### config.mk
export PLATFORM = sky130hd
export DESIGN_NAME = hash_job_sequencer
export DESIGN_NICKNAME = d
export VERILOG_FILES = /design/src/rtl/hash_job_sequencer.sv
export SDC_FILE = /design/constraint.sdc
export NUM_CORES = 1
export LEC_CHECK = 0
export ABC_CLOCK_PERIOD_IN_PS = 4300
export CAP_MARGIN = 0
export CELL_PAD_IN_SITES_DETAIL_PLACEMENT = 2
export CELL_PAD_IN_SITES_GLOBAL_PLACEMENT = 2
export CORE_MARGIN = 4
export CORE_UTILIZATION = 34
export DETAILED_ROUTE_END_ITERATION = 8
export PLACE_DENSITY = 0.84
export SLEW_MARGIN = 20
export SYNTH_ARGS = -nofsm -noshare
export SYNTH_HDL_FRONTEND = slang
export SYNTH_SLANG_ARGS = --single-unit
### constraint.sdc
create_clock -name clk -period 4.3 [get_ports clk]
set_input_delay 1.075 -clock clk [delete_from_list [all_inputs] [get_ports clk]]
set_output_delay 1.075 -clock clk [all_outputs]
set_load 0.005 [all_outputs]
### src/rtl/hash_job_sequencer.sv
// hash_job_sequencer
//   Turns one BLAKE2 hash job (kk/nn/ll plus a message byte stream) into the
//   byte-wide command stream of the hash core. It sends the config bytes, then
//   zero-padded BLOCK_BYTES-sized blocks, and returns the nn digest bytes.
//
// Ports
//   clk, rst          core clock, synchronous active-high reset
//   job_*             job request handshake (valid/ready) with kk, nn, ll
//   src_*             message byte stream (valid/ready)
//   core_data_o       byte to the core (ui_in)
//   core_ctrl_o       {valid, cmd[1:0]} to the core (uio_in[2:0])
//   core_ready_i      core accepts a beat (uio_out[3])
//   core_hash_v_i     digest byte valid (uio_out[7])
//   core_hash_i       digest byte (uo_out)
//   res_*             digest byte strobe with last marker, no backpressure
//   busy_o, err_o     job in flight / sticky error
//
// Optional feature: define HASH_TIMEOUT_EN to add a watchdog that aborts the
// job after TIMEOUT_CYC cycles without core progress.

module hash_job_sequencer #(
    parameter int unsigned BLOCK_BYTES = 64,
    parameter int unsigned LL_W        = 16,
`ifdef HASH_TIMEOUT_EN
    parameter int unsigned TIMEOUT_CYC = 4096,
`endif
    parameter int unsigned NN_MAX      = 32
) (
    input  logic            clk,
    input  logic            rst,
    input  logic            job_valid_i,
    output logic            job_ready_o,
    input  logic [7:0]      job_kk_i,
    input  logic [5:0]      job_nn_i,
    input  logic [LL_W-1:0] job_ll_i,
    input  logic            src_valid_i,
    input  logic [7:0]      src_data_i,
    output logic            src_ready_o,
    output logic [7:0]      core_data_o,
    output logic [2:0]      core_ctrl_o,
    input  logic            core_ready_i,
    input  logic            core_hash_v_i,
    input  logic [7:0]      core_hash_i,
    output logic            res_valid_o,
    output logic [7:0]      res_data_o,
    output logic            res_last_o,
    output logic            busy_o,
    output logic            err_o
);

    localparam int unsigned OFF_W = $clog2(BLOCK_BYTES);
    localparam int unsigned POS_W = LL_W + 1;
    localparam int unsigned NCFG  = 2 + LL_W / 8;
    localparam int unsigned CFG_W = $clog2(NCFG + 1);
`ifdef HASH_TIMEOUT_EN
    localparam int unsigned TMO_W = $clog2(TIMEOUT_CYC);
`endif

    localparam logic [1:0] CMD_CFG  = 2'b00;
    localparam logic [1:0] CMD_BLK  = 2'b01;
    localparam logic [1:0] CMD_LAST = 2'b10;

    typedef enum logic [2:0] {
        S_IDLE,
        S_CFG,
        S_DATA,
        S_WAIT,
        S_RESULT
    } state_e;

    state_e          state_q, state_d;
    logic [7:0]      kk_q, kk_d;
    logic [5:0]      nn_q, nn_d;
    logic [LL_W-1:0] ll_q, ll_d;
    logic [POS_W-1:0] tot_q, tot_d;
    logic [CFG_W-1:0] cfg_idx_q, cfg_idx_d;
    logic [POS_W-1:0] pos_q, pos_d;
    logic [5:0]      dc_q, dc_d;
    logic [7:0]      core_data_q, core_data_d;
    logic [2:0]      core_ctrl_q, core_ctrl_d;
    logic            res_valid_q, res_valid_d;
    logic [7:0]      res_data_q, res_data_d;
    logic            res_last_q, res_last_d;
    logic            err_q, err_d;
    logic            busy_q, busy_d;
    logic            job_ready_q, job_ready_d;
    logic            hv_drain_q, hv_drain_d;
`ifdef HASH_TIMEOUT_EN
    logic [TMO_W-1:0] tmo_q, tmo_d;
`endif

    logic             beat_c;
    logic             out_free_c;
    logic             is_data_c;
    logic             final_blk_c;
    logic             cap_c;
    logic             src_ready_c;
    logic [7:0]       cfg_byte_c;
    logic [POS_W-1:0] tot_c;

    // Padded stream length of a new job: whole blocks, at least one.
    always_comb begin
        tot_c = ((POS_W'(job_ll_i) + POS_W'(BLOCK_BYTES - 1)) >> OFF_W) << OFF_W;
        if (job_ll_i == '0) begin
            tot_c = POS_W'(BLOCK_BYTES);
        end
    end

    // Config byte order: kk, nn, then ll least-significant byte first.
    always_comb begin
        if (cfg_idx_q == CFG_W'(0)) begin
            cfg_byte_c = kk_q;
        end else if (cfg_idx_q == CFG_W'(1)) begin
            cfg_byte_c = 8'(nn_q);
        end else begin
            cfg_byte_c = 8'(ll_q >> (32'd8 * (32'(cfg_idx_q) - 32'd2)));
        end
    end

    assign beat_c      = core_ctrl_q[2] & core_ready_i;
    assign out_free_c  = ~core_ctrl_q[2] | core_ready_i;
    assign is_data_c   = pos_q < POS_W'(ll_q);
    assign final_blk_c = pos_q >= (tot_q - POS_W'(BLOCK_BYTES));

    // Next-state and output-register logic.
    always_comb begin
        state_d     = state_q;
        kk_d        = kk_q;
        nn_d        = nn_q;
        ll_d        = ll_q;
        tot_d       = tot_q;
        cfg_idx_d   = cfg_idx_q;
        pos_d       = pos_q;
        dc_d        = dc_q;
        core_data_d = core_data_q;
        core_ctrl_d = core_ctrl_q;
        res_valid_d = 1'b0;
        res_data_d  = res_data_q;
        res_last_d  = 1'b0;
        err_d       = err_q;
        hv_drain_d  = hv_drain_q & core_hash_v_i;
        src_ready_c = 1'b0;
        cap_c       = 1'b0;
`ifdef HASH_TIMEOUT_EN
        tmo_d       = '0;
`endif

        // An accepted beat empties the output register unless reloaded below.
        if (beat_c) begin
            core_ctrl_d = '0;
        end

        case (state_q)
            S_IDLE: begin
                if (job_valid_i && job_ready_q) begin
                    kk_d      = job_kk_i;
                    nn_d      = job_nn_i;
                    ll_d      = job_ll_i;
                    tot_d     = tot_c;
                    cfg_idx_d = '0;
                    pos_d     = '0;
                    dc_d      = '0;
                    if (job_nn_i == 6'd0 || job_nn_i > 6'(NN_MAX)) begin
                        err_d = 1'b1;
                    end else begin
                        state_d = S_CFG;
                    end
                end
            end
            S_CFG: begin
                if (out_free_c) begin
                    if (cfg_idx_q == CFG_W'(NCFG)) begin
                        state_d = S_DATA;
                    end else begin
                        core_data_d = cfg_byte_c;
                        core_ctrl_d = {1'b1, CMD_CFG};
                        cfg_idx_d   = cfg_idx_q + CFG_W'(1);
                    end
                end
            end
            S_DATA: begin
                if (out_free_c) begin
                    if (pos_q == tot_q) begin
                        state_d = S_WAIT;
                    end else if (is_data_c) begin
                        src_ready_c = 1'b1;
                        if (src_valid_i) begin
                            core_data_d = src_data_i;
                            core_ctrl_d = {1'b1, final_blk_c ? CMD_LAST : CMD_BLK};
                            pos_d       = pos_q + POS_W'(1);
                        end
                    end else begin
                        // Padding only ever falls in the final block.
                        core_data_d = 8'h00;
                        core_ctrl_d = {1'b1, CMD_LAST};
                        pos_d       = pos_q + POS_W'(1);
                    end
                end
            end
            S_WAIT: begin
                // Ignore a digest still streaming from the previous job.
                if (core_hash_v_i && !hv_drain_q) begin
                    cap_c = 1'b1;
                end
            end
            S_RESULT: begin
                if (core_hash_v_i) begin
                    cap_c = 1'b1;
                end else begin
                    err_d   = 1'b1;
                    state_d = S_IDLE;
                end
            end
            default: begin
                state_d = S_IDLE;
            end
        endcase

        // Digest capture; surplus bytes after the last one are drained silently.
        if (cap_c) begin
            res_valid_d = 1'b1;
            res_data_d  = core_hash_i;
            dc_d        = dc_q + 6'd1;
            state_d     = S_RESULT;
            if (dc_q == nn_q - 6'd1) begin
                res_last_d = 1'b1;
                hv_drain_d = 1'b1;
                state_d    = S_IDLE;
            end
        end

        if (core_hash_v_i && !hv_drain_q &&
            (state_q == S_IDLE || state_q == S_CFG || state_q == S_DATA)) begin
            err_d = 1'b1;
        end

`ifdef HASH_TIMEOUT_EN
        // Watchdog: counts cycles with neither a core beat nor digest output.
        if ((state_q == S_CFG || state_q == S_DATA || state_q == S_WAIT) &&
            !(beat_c || core_hash_v_i)) begin
            if (tmo_q == TMO_W'(TIMEOUT_CYC - 1)) begin
                err_d       = 1'b1;
                state_d     = S_IDLE;
                core_ctrl_d = '0;
                src_ready_c = 1'b0;
                pos_d       = pos_q;
                core_data_d = core_data_q;
            end else begin
                tmo_d = tmo_q + TMO_W'(1);
            end
        end
`endif

        // Ready rises one cycle after returning to IDLE, so a job offered
        // alongside the final digest byte is not taken.
        job_ready_d = (state_q == S_IDLE) && (state_d == S_IDLE);
        busy_d      = state_d != S_IDLE;
    end

    // State and output registers.
    always_ff @(posedge clk) begin
        if (rst) begin
            state_q     <= S_IDLE;
            kk_q        <= '0;
            nn_q        <= '0;
            ll_q        <= '0;
            tot_q       <= '0;
            cfg_idx_q   <= '0;
            pos_q       <= '0;
            dc_q        <= '0;
            core_data_q <= '0;
            core_ctrl_q <= '0;
            res_valid_q <= 1'b0;
            res_data_q  <= '0;
            res_last_q  <= 1'b0;
            err_q       <= 1'b0;
            busy_q      <= 1'b0;
            job_ready_q <= 1'b1;
            hv_drain_q  <= 1'b0;
`ifdef HASH_TIMEOUT_EN
            tmo_q       <= '0;
`endif
        end else begin
            state_q     <= state_d;
            kk_q        <= kk_d;
            nn_q        <= nn_d;
            ll_q        <= ll_d;
            tot_q       <= tot_d;
            cfg_idx_q   <= cfg_idx_d;
            pos_q       <= pos_d;
            dc_q        <= dc_d;
            core_data_q <= core_data_d;
            core_ctrl_q <= core_ctrl_d;
            res_valid_q <= res_valid_d;
            res_data_q  <= res_data_d;
            res_last_q  <= res_last_d;
            err_q       <= err_d;
            busy_q      <= busy_d;
            job_ready_q <= job_ready_d;
            hv_drain_q  <= hv_drain_d;
`ifdef HASH_TIMEOUT_EN
            tmo_q       <= tmo_d;
`endif
        end
    end

    assign job_ready_o = job_ready_q;
    assign src_ready_o = src_ready_c;
    assign core_data_o = core_data_q;
    assign core_ctrl_o = core_ctrl_q;
    assign res_valid_o = res_valid_q;
    assign res_data_o  = res_data_q;
    assign res_last_o  = res_last_q;
    assign busy_o      = busy_q;
    assign err_o       = err_q;

endmodule
# After elaboration in Yosys (flattened, before gate mapping)
# Index checks and enable logic that the tools add are counted.
dict set report totals {
  ff_bits 101
  output_inout_bits 25
  wordCells 135
}
dict set report op_classes {
  addsub 7
  n_lt_le_gt_ge 3
  eq_ne 17
  shifts 1
  muxes 58
  bitwise_logic 5
  n_reduce_logical 27
}
# cell n
set ops {}
lappend ops {{17-bit two-way mux} 6}
lappend ops {{8-bit two-way mux} 8}
lappend ops {{3-bit two-way mux} 19}
lappend ops {{17-bit one-hot mux with 2 select lines} 1}
lappend ops {{16-bit by 32-bit right shift with 8-bit output} 1}
lappend ops {{6-bit two-way mux} 3}
lappend ops {{16-bit by 6-bit adder with 17-bit output (second input constant)} 1}
lappend ops {{17-bit by 1-bit adder with 17-bit output (second input constant)} 1}
lappend ops {{17-bit == test} 1}
lappend ops {{17-bit >= comparator} 1}
lappend ops {{17-bit by 16-bit < comparator with 1-bit output} 1}
lappend ops {{17-bit by 7-bit subtractor with 17-bit output (second input constant)} 1}
lappend ops {{16-bit logical NOT} 1}
lappend ops {{8-bit one-hot mux with 2 select lines} 1}
lappend ops {{3-bit one-hot mux with 5 select lines} 1}
lappend ops {{1-bit two-way mux} 14}
lappend ops {{3-bit one-hot mux with 2 select lines} 2}
lappend ops {{2-bit != test (second input constant)} 5}
lappend ops {{2-bit nonzero test} 5}
lappend ops {{3-bit logical NOT} 3}
lappend ops {{4-bit AND reduction} 2}
lappend ops {{6-bit by 1-bit adder with 6-bit output (second input constant)} 1}
lappend ops {{3-bit by 1-bit == test with 1-bit output (second input constant)} 2}
lappend ops {{3-bit by 2-bit == test with 1-bit output (second input constant)} 2}
lappend ops {{22 further kinds} 35}

# Longest topological paths before layout
# Gate-level depths: netlist (run 1).
dict set report logic_depth {
  ltp_word 8
  depth_mapped 11
  ltp_nobuf 11
}

# Least setup slack after synthesis (run 1)
# No wires, ideal clock.
dict set report synth_timing {
  path_type {flip-flop to output port}
  start {register ll_q[15]}
  end {output src_ready_o}
  arrival_time_ps 1823
  setup_slack_ps 1402
  stages_incl_launch_ff 8
  cell_sequence {dfxtp_1 -> inv_1 -> ha_1 -> a211oi_1 -> o211ai_1 -> or2_2 -> nand3b_1 -> nor3_1}
}
dict set report synth_between {
  elab_chain_len 5
}
# element line_no
set synth_rtl {}
lappend synth_rtl {{start: declaration} 74} ;# logic [LL_W-1:0] ll_q, ll_d;
lappend synth_rtl {{start signal: assignment} 287} ;# ll_q <= ll_d;
lappend synth_rtl {{17-bit by 16-bit < comparator with 1-bit output} 122} ;# assign is_data_c = pos_q < POS_W'(ll_q);
lappend synth_rtl {{1-bit two-way mux} 185} ;# end else if (is_data_c) begin
lappend synth_rtl {{1-bit two-way mux} 183} ;# if (pos_q == tot_q) begin
lappend synth_rtl {{1-bit two-way mux} 182} ;# if (out_free_c) begin
lappend synth_rtl {{1-bit two-way mux} 153} ;# case (state_q)
lappend synth_rtl {{end: declaration} 38} ;# output logic src_ready_o,
# Every way passes these cells.

# Worst setup path after layout (run 1)
dict set report layout_timing {
  start {register pos_q[6]}
  end {output src_ready_o}
}
dict set report layout_between {
  elab_chain_len 5
  word_cells_on_any_way 6
}
# element line_no
set layout_rtl {}
lappend layout_rtl {{start: declaration} 77} ;# logic [POS_W-1:0] pos_q, pos_d;
lappend layout_rtl {{start signal: assignment} 290} ;# pos_q <= pos_d;
lappend layout_rtl {{17-bit by 16-bit < comparator with 1-bit output} 122}
lappend layout_rtl {{1-bit two-way mux} 185}
lappend layout_rtl {{1-bit two-way mux *} 183}
lappend layout_rtl {{1-bit two-way mux *} 182}
lappend layout_rtl {{1-bit two-way mux *} 153}
# Every way passes the cells marked *; elsewhere a longest branch is shown, timed or not.

==> results.json, run 1 <==
{
  "status": "finished, final reports clean",
  "worstSkewPairLatency_ps": 360,
  "vdd_drop_max_v": 0.000189,
  "critPathSlowestCell": "sky130_fd_sc_hd__or4_1",
  "yosys.area_share.adder_pct": 7.82,
  "detail_route.first_pass.iterations": 5,
  "worst_path_largest_cell_delay_ps": 600,
  "ys.warnings.count": 0,
  "detail_route.drc_violations": 0,
  "ys_seq_area_share_pct": 34.9,
  "reg_clk_slew_reported_paths_ps": 70,
  "antenna_cells": 0,
  "most_common_library_cell_in_the_layout_ignoring_fill_and_taps": "sky130_fd_sc_hd__nand2_1",
  "clock-root-buffer": "sky130_fd_sc_hd__clkbuf_16",
  "postSynth.topFlopCell": "sky130_fd_sc_hd__dfxtp_1",
  "timing.max_cap.violations": 0,
  "synth-xor-area-share_pct": 6.60,
  "die_area_um2": 18100,
  "layout_net_count": 851,
  "timing.clock.skew_ps": 9.72,
  "share_seq_of_total_power_pct": 42.3,
  "p_int_uw": 1570,
  "overall_track_demand_over_capacity_in_global_routing_pct": 22.6,
  "combinationalPowerShare_pct": 20.2,
  "synthMuxAreaShare_pct": 1.15,
  "ff_latch_area_um2": 1900,
  "critPathMaxFanout": 5,
  "vias_per_cell": 5.48,
  "post_drt_wl_per_cell_um": 20.5,
  "maximum_number_of_pins_on_one_net_before_global_route_repair": 34,
  "unrepaired_setup_endpoints_after_global_routing": "false",
  "cp.arrival_ps": 2970,
  "row_count": 45,
  "cts_sinks": 95,
  "synthCells": 702,
  "crit_path_launch_type": "flip-flop",
  "n_fill_cell": 1775,
  "dp.final_hpwl_um": 14900,
  "finalSetupViolations": 0,
  "routed_via_count": 5378,
  "chipWidth_um": 135,
  "first_global_vias": 6001,
  "largest_family_of_logic_cells_by_synthesized_area": "simple AND/OR/NAND/NOR gates",
  "cts.repair.resized": 0,
  "crit_path_cell_trace": "inv_1 -> ha_1 -> or4_1 -> or4_4 -> nand2_1 -> nor3_1 -> clkdlybuf4s50_1",
  "drive_above_1_share_pct": 6.10,
  "measured_slew_at_the_worst_slew_check_pin_ps": 956,
  "cts-hold-fix-buffers": 0,
  "criticalPathCategory": "flip-flop to output port",
  "post_synthesis_async_set_or_reset_flop_share_pct": 0,
  "floorplan.initialDensity_pct": 35.3,
  "holdCritPathClass": "flip-flop to flip-flop",
  "post_synth_num_cell_types": 60,
  "power.clock.fraction_pct": 37.5,
  "number_of_nets_with_antenna_violations_after_detailed_routing": 0,
  "power_density_nw_per_um2": 341,
  "ys_seq_elements": 95,
  "drt_wl_total_um": 20100,
  "cts_tree": "built",
  "critical_path.top_delay_family": "simple AND/OR/NAND/NOR gates",
  "synth-edff-count": 0,
  "net-switching-power_uw": 708,
  "area_growth_syn_to_layout_pct": 22.9,
  "cts_made_buffers": 9,
  "layout_worst_path_cycle_share_pct": 94.1,
  "fp.coreArea_um2": 15400,
  "final_critical_path_required_period_ps": 4050,
  "multi_input_area_um2": 3280,
  "syn_nets": 788,
  "syn_avg_cell_area_um2": 7.75,
  "io_pins": 77,
  "worst_setup_path_end_kind": "output port",
  "place.port_buffers": 76,
  "cts_post_setup_buffers_inserted": 0,
  "power.static_leakage_uw": 0.00245,
  "synth_area_um2": 5440,
  "final_cell_mix": "sky130_fd_sc_hd__nand2_1 (124), sky130_fd_sc_hd__dfxtp_1 (95), sky130_fd_sc_hd__a21oi_1 (77)",
  "worst_slew_margin_rel_pct": 36.0,
  "synth_compound_gate_area_share_pct": 19.2,
  "final-hold-violation-count": 0,
  "setup-tns-final_ps": 0,
  "fin_hold_ws_ps": 457,
  "cp.buffers_inverters": 2,
  "gp_routability_congestion": 0.857,
  "worst_ep_required_time_ps": 3220,
  "clock_path_buffers": 2,
  "cts_htree_levels": 3,
  "netSwitchingFraction_pct": 31.0,
  "antenna_violations_before_repair": 0,
  "global_route.overflow_total": 0,
  "die_y_um": 135,
  "achievable-frequency_mhz": 247,
  "slew_viol_final": 0,
  "drt_iter0_markers": 253,
  "synth_simple_gate_area_share_pct": 25.3,
  "grt_first_pass_wirelength_um": 32600
}
## tightest hold or removal path: stages (launching register included)
cell	delay [ps]
sky130_fd_sc_hd__dfxtp_1	310
sky130_fd_sc_hd__nand2_1	50
sky130_fd_sc_hd__a21oi_1	50
## per-stage QoR
step	area (µm²)	std cells	util [%]	worst slack [ps]	power [µW]
2_1_floorplan	5440	702	-	1400	1250
3_3_place_gp	6360	963	41.2	487	1400
3_5_place_dp	6370	963	41.3	393	1430
4_1_cts	6670	979	43.2	125	2290
5_1_grt	6690	981	43.3	104	2390
6_report	6690	981	43.3	254	2280
## logic make-up after synthesis
logic type / after synthesis
AOI/OAI and AO/OA: 169
xor gates and xnor gates: 41
adders and majority gates: 34
buffers and inverters: 66
DFF: 95
muxes: 6
and+or+nand+nor: 291
## flip-flops by register name, summed over array words and instances (netlist names), 3 cells and up
name	flops
cfg_idx_q	3
core_ctrl_o	3
core_data_o	8
dc_q	6
kk_q	8
ll_q	16
nn_q	6
pos_q	17
res_data_o	8
state_q	3
tot_q	11
## metal layers
layer  track usage [%]  wire length (µm)
met5                 0                 0
met4              8.09               442
met3              3.91               700
met2              39.2              9910
met1              28.2              9040
## Yosys cell counts (4+ instances only)
library cell / n / area, µm²
sky130_fd_sc_hd__or4_1: 8 / 60.1
sky130_fd_sc_hd__o31ai_1: 5 / 37.5
sky130_fd_sc_hd__a21oi_1: 77 / 385
sky130_fd_sc_hd__dfxtp_1: 95 / 1900
sky130_fd_sc_hd__xor2_1: 19 / 166
sky130_fd_sc_hd__xnor2_1: 22 / 193
sky130_fd_sc_hd__mux2i_1: 4 / 40.0
sky130_fd_sc_hd__o21a_1: 4 / 30.0
sky130_fd_sc_hd__nor4_1: 10 / 62.6
sky130_fd_sc_hd__nor2b_1: 5 / 31.3
sky130_fd_sc_hd__nor3_1: 14 / 70.1
sky130_fd_sc_hd__nand3b_1: 6 / 45.0
sky130_fd_sc_hd__o21ai_0: 37 / 185
sky130_fd_sc_hd__inv_1: 35 / 131
sky130_fd_sc_hd__or3_1: 10 / 62.6
sky130_fd_sc_hd__and3_1: 8 / 50.1
sky130_fd_sc_hd__nand2_1: 124 / 465
sky130_fd_sc_hd__a211oi_1: 6 / 45.0
sky130_fd_sc_hd__nand2b_1: 4 / 25.0
sky130_fd_sc_hd__clkbuf_1: 23 / 86.3
sky130_fd_sc_hd__nor2_1: 53 / 199
sky130_fd_sc_hd__buf_2: 4 / 20.0
sky130_fd_sc_hd__ha_1: 34 / 425
sky130_fd_sc_hd__a211oi_2: 6 / 75.1
sky130_fd_sc_hd__nand4_1: 10 / 62.6
sky130_fd_sc_hd__a221oi_1: 6 / 52.6
sky130_fd_sc_hd__nand3_1: 21 / 105
## path summary, 6_finish.rpt
| kind | from | end | slack (ps) | cells past startpoint |
|---|---|---|---|---|
| worst max-delay path | pos_q[6] | src_ready_o | 250 | 7 |
| worst min-delay path | res_data_o[4] | res_data_o[4] | 460 | 2 |
| worst max register to register | tot_q[8] | core_ctrl_o[1] | 940 | 9 |
| worst min register to register | res_data_o[4] | res_data_o[4] | 460 | 2 |
## power by group through the flow
stage          logic (µW)  registers (µW)  clock network (µW)
2_1_floorplan         281             966                   0
3_3_place_gp          422             981                   0
3_5_place_dp          445             984                   0
4_1_cts               456             964                 868
5_1_grt               511             971                 903
6_report              462             964                 855
## final cells by class
class                   count  share of cell area (%)
clock buffers               9                    3.37
well taps                 211                    3.95
repair buffers             83                    12.1
inverters                  35                    1.96
flip-flops and latches     95                    28.4
clock inverters             7                    1.18
multi-input cells         541                    49.0
Note: power is estimated with default switching activity, not from simulation.
==> run 2, diff against run 1 <==
CTS_CLUSTER_SIZE = 10   (was default)
==> results of run 2 <==
Same layout as run 1: the final DEF is identical, and so are final timing and power.
